`config.mk`:
```
export PLATFORM = sky130hd
export DESIGN_NAME = conv_window_coord_gen
export DESIGN_NICKNAME = d
export VERILOG_FILES = /design/src/rtl/conv_pkg.sv /design/src/rtl/win_axis_cnt.sv /design/src/rtl/conv_window_coord_gen.sv
export SDC_FILE = /design/constraint.sdc
export NUM_CORES = 1
export LEC_CHECK = 0
export ABC_AREA = 0
export CORE_AREA = 3 3 636 638
export DETAILED_ROUTE_END_ITERATION = 10
export DIE_AREA = 0 0 639 641
export PLACE_DENSITY_LB_ADDON = 0.25
export SLEW_MARGIN = 10
export SYNTH_ARGS = -nofsm -noshare
export SYNTH_HDL_FRONTEND = slang
export SYNTH_SLANG_ARGS = --single-unit
```
`constraint.sdc`:
```
create_clock -name clk -period 4.1 [get_ports clk]
set_clock_uncertainty 0.05 [all_clocks]
set_input_delay 0.82 -clock clk [delete_from_list [all_inputs] [get_ports clk]]
set_output_delay 0.82 -clock clk [all_outputs]
set_load 0.02 [all_outputs]
```
`src/rtl/conv_pkg.sv`:
```
// conv_pkg: FSM state encoding and default geometry shared by the window
// generator and the downstream address-map stage.
package conv_pkg;

    localparam int CONV_KERNEL     = 5;
    localparam int CONV_ADDR_WIDTH = 32;
    localparam int CONV_IMG_H      = 28;
    localparam int CONV_IMG_W      = 28;
    localparam int CONV_STRIDE     = 1;

    typedef enum logic [1:0] {IDLE, RUN, DONE} conv_state_t;

    // Largest stride-aligned origin whose kernel still fits inside the axis.
    function automatic int axis_last(input int img, input int kernel, input int stride);
        return ((img - kernel) / stride) * stride;
    endfunction

endpackage

```
`src/rtl/win_axis_cnt.sv`:
```
// win_axis_cnt: one axis of the window origin; steps by STEP and wraps to 0
// after reaching LIMIT.
module win_axis_cnt #(
    parameter int LIMIT = 0,
    parameter int STEP  = 1
) (
    input  logic        clk,
    input  logic        rst,
    input  logic        clr,
    input  logic        inc,
    output logic [15:0] value,
    output logic        at_last
);

    assign at_last = value == 16'(LIMIT);

    always_ff @(posedge clk) begin
        if (rst || clr)
            value <= '0;
        else if (inc)
            value <= at_last ? '0 : value + 16'(STEP);
    end

endmodule

```
`src/rtl/conv_window_coord_gen.sv`:
```
// conv_window_coord_gen: raster-scans KERNELxKERNEL windows over a feature map
// and emits every lane's (x,y); CONV_COORD_STALL_CNT_EN adds a stall counter.
module conv_window_coord_gen
    import conv_pkg::*;
#(
    parameter int KERNEL     = CONV_KERNEL,
    parameter int ADDR_WIDTH = CONV_ADDR_WIDTH,
    parameter int IMG_H      = CONV_IMG_H,
    parameter int IMG_W      = CONV_IMG_W,
    parameter int STRIDE     = CONV_STRIDE,
    parameter int PORT_NUM   = KERNEL * KERNEL
) (
    input  logic                           clk,
    input  logic                           rst,
    input  logic                           start,
    output logic                           busy,
    output logic                           out_valid,
    input  logic                           out_ready,
    output logic [PORT_NUM*ADDR_WIDTH-1:0] x,
    output logic [PORT_NUM*ADDR_WIDTH-1:0] y,
    output logic [15:0]                    win_row,
    output logic [15:0]                    win_col,
    output logic                           last,
    output logic                           done
`ifdef CONV_COORD_STALL_CNT_EN
    ,
    output logic [15:0]                    stall_cnt
`endif
);

    localparam int ROW_LAST = axis_last(IMG_H, KERNEL, STRIDE);
    localparam int COL_LAST = axis_last(IMG_W, KERNEL, STRIDE);

    conv_state_t state, state_nxt;
    logic accept, hs, row_last, col_last;

    assign accept = state == IDLE && start;
    assign hs     = out_valid && out_ready;
    assign last   = out_valid && row_last && col_last;

    always_ff @(posedge clk) begin
        if (rst) begin
            state     <= IDLE;
            out_valid <= 1'b0;
            busy      <= 1'b0;
            done      <= 1'b0;
        end else begin
            state     <= state_nxt;
            out_valid <= state_nxt == RUN;
            busy      <= state_nxt != IDLE;
            done      <= state_nxt == DONE;
        end
    end

    always_comb begin
        state_nxt = state;
        if (accept)
            state_nxt = RUN;
        else if (state == RUN && hs && row_last && col_last)
            state_nxt = DONE;
        else if (state == DONE)
            state_nxt = IDLE;
    end

    win_axis_cnt #(.LIMIT(COL_LAST), .STEP(STRIDE)) u_col (
        .clk     (clk),
        .rst     (rst),
        .clr     (accept),
        .inc     (hs),
        .value   (win_col),
        .at_last (col_last)
    );

    win_axis_cnt #(.LIMIT(ROW_LAST), .STEP(STRIDE)) u_row (
        .clk     (clk),
        .rst     (rst),
        .clr     (accept),
        .inc     (hs && col_last),
        .value   (win_row),
        .at_last (row_last)
    );

    // Lanes are offsets of the registered origin, zeroed whenever no window is presented.
    for (genvar r = 0; r < KERNEL; r++) begin : g_row
        for (genvar c = 0; c < KERNEL; c++) begin : g_col
            localparam int LANE = r * KERNEL + c;
            assign x[LANE*ADDR_WIDTH +: ADDR_WIDTH] = out_valid ? ADDR_WIDTH'(win_row) + ADDR_WIDTH'(r) : '0;
            assign y[LANE*ADDR_WIDTH +: ADDR_WIDTH] = out_valid ? ADDR_WIDTH'(win_col) + ADDR_WIDTH'(c) : '0;
        end
    end

`ifdef CONV_COORD_STALL_CNT_EN
    always_ff @(posedge clk) begin
        if (rst || accept)
            stall_cnt <= '0;
        else if (out_valid && !out_ready && stall_cnt != 16'hFFFF)
            stall_cnt <= stall_cnt + 16'd1;
    end
`endif

endmodule
```
==> results of run 1 <==
-- cells by family after synthesis --
family,Yosys count
AOI/OAI and AO/OA,115
xor gates and xnor gates,78
adders and majority gates,12
buffers and inverters,1525
DFF,37
muxes,2
other,1
and+or+nand+nor,335
-- final cells by class --
cell class              instances  area, sq um
diodes                         12        30.03
clock buffers                   8        146.4
fillers                     46720       370800
inverters                      14        60.06
multi-input cells            1302         6238
flip-flops and latches         37        745.7
well taps                    5265         6588
repair buffers               1266        14570
-- per-stage QoR --
step           power (W)  hold slack, ns  util, %  area (sq um)  TNS (ns)
5_1_grt         0.001918          0.5076    7.103         28350         0
2_1_floorplan   0.001695          0.4354        -         18030         0
6_report        0.001802          0.4870    7.110         28380         0
4_1_cts         0.001829          0.4827    7.100         28340         0
3_5_place_dp    0.001343          0.4723    7.059         28180         0
3_3_place_gp    0.001345          0.4561    7.053         28150    -1.406
-- layer usage --
layer / up-vias / part of all wire (%) / GRT usage (%)
met5: - / 0 / 0
met4: 0 / 1.6 / 0.8369
met3: 30 / 4.3 / 0.7562
met2: 829 / 56 / 12.18
met1: 5878 / 38 / 6.874
li1: 5511 / - / -
-- worst register-to-register path: cells and delay by family (launching register included) --
kind	cells	cell delay, ns
and+or+nand+nor	2	0.44
AOI/OAI and AO/OA	2	0.74
buffers and inverters	3	0.84
DFF	1	0.39
-- power groups by stage --
stage               Sequential [W]  Clock, W  Combinational [W]
floorplan                 0.000375         0            0.00132
global route              0.000365  0.000513            0.00104
finish                    0.000365  0.000459           0.000978
detailed placement        0.000373         0           0.000970
global placement          0.000373         0           0.000972
CTS                       0.000365  0.000494           0.000971
-- state kept, by name, summed over array words and instances, names as in the netlist --
| signal | cells |
|---|---|
| state | 2 |
| u_row.value | 16 |
| busy | 1 |
| u_col.value | 16 |
| done | 1 |
| out_valid | 1 |
-- path summary, 6_finish.rpt --
check	from	to	slack, ns	cells past startpoint
worst min-delay path	state[0]	state[1]	0.49	1
worst max-delay path	u_row.value[2]	x[430]	0.17	8
worst min register to register	state[0]	state[1]	0.49	1
worst max register to register	out_valid	u_col.value[2]	1.53	7
-- cell usage in the layout, fill, tap and decap left out, drive strengths merged, types with 3 or more instances in the layout --
master and instances:
nand2 36, or2 4, nor2b 4, a41oi 5, or3 32, o22ai 5
inv 14, o31ai 4, nor4b 3, diode 12, and3 5, or4 4
xnor2 61, a21oi 40, nor4 26, o21ai 30, o21a 4, buf 725
nand4 21, clkbuf 8, dfxtp 37, and2 28, conb 760, nor2 116
ha 12, nor3 22, clkdlybuf4s50 539, nand3b 7, a31oi 18, xor2 17
nand3 19
-- timing repair --
item	4_1_cts	5_1_grt
endpoints found under the hold margin	0	0
setup buffers	0	0
gates resized for setup	2	5
cloned	0	0
setup endpoints to repair	14	13
==> summary.txt, run 1 <==
Global route
  • Largest net degree at the start of global routing: 45
  • Total Routing Usage GR: under 10%
  • Global route overflow: 0
  • Initial antenna violation count: 16
  • First-pass GRT wire length: 154200 um
  • Vias in the first global route: 10910

Timing
  • Final Critical Period: 3.927 ns
  • Final Hold Vio Count: 0
  • Final Cycle Share: 95.77%
  • Relative slew slack: between 40% and 50%
  • Final worst slack: 0.1734 ns
  • Setup-failing EPs final: 0
  • RSZ-0062 raised after global routing: false
  • Slew at the pin closest to its max-slew limit: 0.8061 ns
  • Final Max Slew Viols: 0
  • Fmax: 0.2547 GHz

Yosys
  • Synth warn: 0
  • Area leader, netlist: buf_4
  • Top-count cell post-synth: buf_4
  • Post-synthesis cell count: approximately 2100
  • Post-synth EDFFs: 0
  • Async SR Flop Fraction: 0%
  • Synth cell count leaders: buf_4, nor2_1, xnor2_1, a21oi_1, clkbuf_1
  • Library cells used by synthesis: 50
  • Post-synthesis sequential area ratio: 4.878%
  • Top FF cell, synth: dfxtp_1
  • Post-Synth XOR/XNOR Area: 4.499%
  • Synth area leaders: buf_4, dfxtp_1, xnor2_1
  • Synth Area in Compound Gates: 4.491%
  • Syn Area/Cell: between 7 and 8 sq um
  • Simple-gate area share of the yosys netlist: between 10% and 20%
  • Fraction of the mapped netlist area in adder cells: 0.9889%
  • Mux cell area share after synthesis: 0.1401%
  • Largest family of logic cells by synthesized area: buffers and inverters
  • Synth top area share: 71.40%
  • Mapped Area: around 15000 sq um
  • Synthesis-stage register bit count: 37

CTS
  • CTS Buf Count: 5
  • H-tree depth: 2
  • Skew-Pair Late Insertion Delay: 0.31 ns
  • Hold Buf Count CTS: 0
  • CTS clock-pin slew for the worst setup and hold paths: 0.07 ns
  • CTS Buffer Depth: 2
  • Root Driver: clkbuf_16
  • CTS tree: yes
  • TritonCTS Sinks: 37

Pwr
  • Clock Power Share: approximately a quarter
  • Switching share of power: 59.38%
  • VDD IR max: 0.1420 mV
  • Leakage: between 10 and 15 nW
  • P_sw: roughly 0.0011 W
  • Internal power: ~0.00073 W
  • Gate power share: 54.3%
  • Register share of total power: 20.2%
  • P per Cell Area: roughly 63 nW/um^2

Flow run
  • Max cap viols: 0

Route
  • Via/cell ratio: between 1.5 and 2
  • Vias: 12250
  • Residual DRC: 0
  • DR WL/cell: 17.05 um
  • Drt first pass iters: 7
  • Total wire length: 134800 um
  • Final ANT Viol Nets: 0
  • DRT iter0 DRCs: 431

Placement
  • Placer Congestion: 0.6846
  • Cell total after placement: between 7000 and 8000
  • Pre-CTS setup slack: between 0.1 and 0.15 ns
  • HPWL after DPL: 122500 um
  • Port bufs: 879

Worst setup path
  • Worst path top cell family by delay: simple AND/OR/NAND/NOR gates
  • CP Launch Type: flop
  • Endpoint class of the critical path: output port
  • Cell mode on critical path: buf_4
  • Req. time, crit path: 3.23 ns
  • Cell chain of the critical path: ha_1 > nand3_1 > or4_1 > buf_4 > or3_1 > a21oi_2 > buf_4 > clkdlybuf4s50_1
  • CP max FO: 5
  • Worst Path Arrival: between 3 and 4 ns
  • CP Class: reg2out
  • Critical Path Max Stage Delay: 0.61 ns
  • Worst Path Buf+Inv: 3
  • CP max-delay cell: clkdlybuf4s50_1

Outcome
  • Status: finished, final reports clean

Final layout
  • P&R area growth vs syn: 86.91%
  • Share of cells above drive strength 1: slightly below 30%
  • Post-layout instance count excluding filler cells: slightly below 8000
  • Final #Nets: 2642

Floorplan
  • Site Rows: 232
  • Full die area: 409600 sq um
  • Chip width: 639 um
  • Initial Util: 3.804%
  • Die H: 641 um
  • Ports: 1640
  • Core area: 399100 sq um

Min path
  • Hold/Removal Path Class: reg2reg
Power figures use the tool's default switching activity.
==> inputs of run 2 (changes only) <==
--- a/config.mk
+++ b/config.mk
@@ -9,6 +9,7 @@
 export CORE_AREA = 3 3 636 638
 export DETAILED_ROUTE_END_ITERATION = 10
 export DIE_AREA = 0 0 639 641
+export GPL_ROUTABILITY_DRIVEN = 0
 export PLACE_DENSITY_LB_ADDON = 0.25
 export SLEW_MARGIN = 10
 export SYNTH_ARGS = -nofsm -noshare
==> results of run 2 <==
No change in the layout: final DEF, timing and power equal those of run 1.
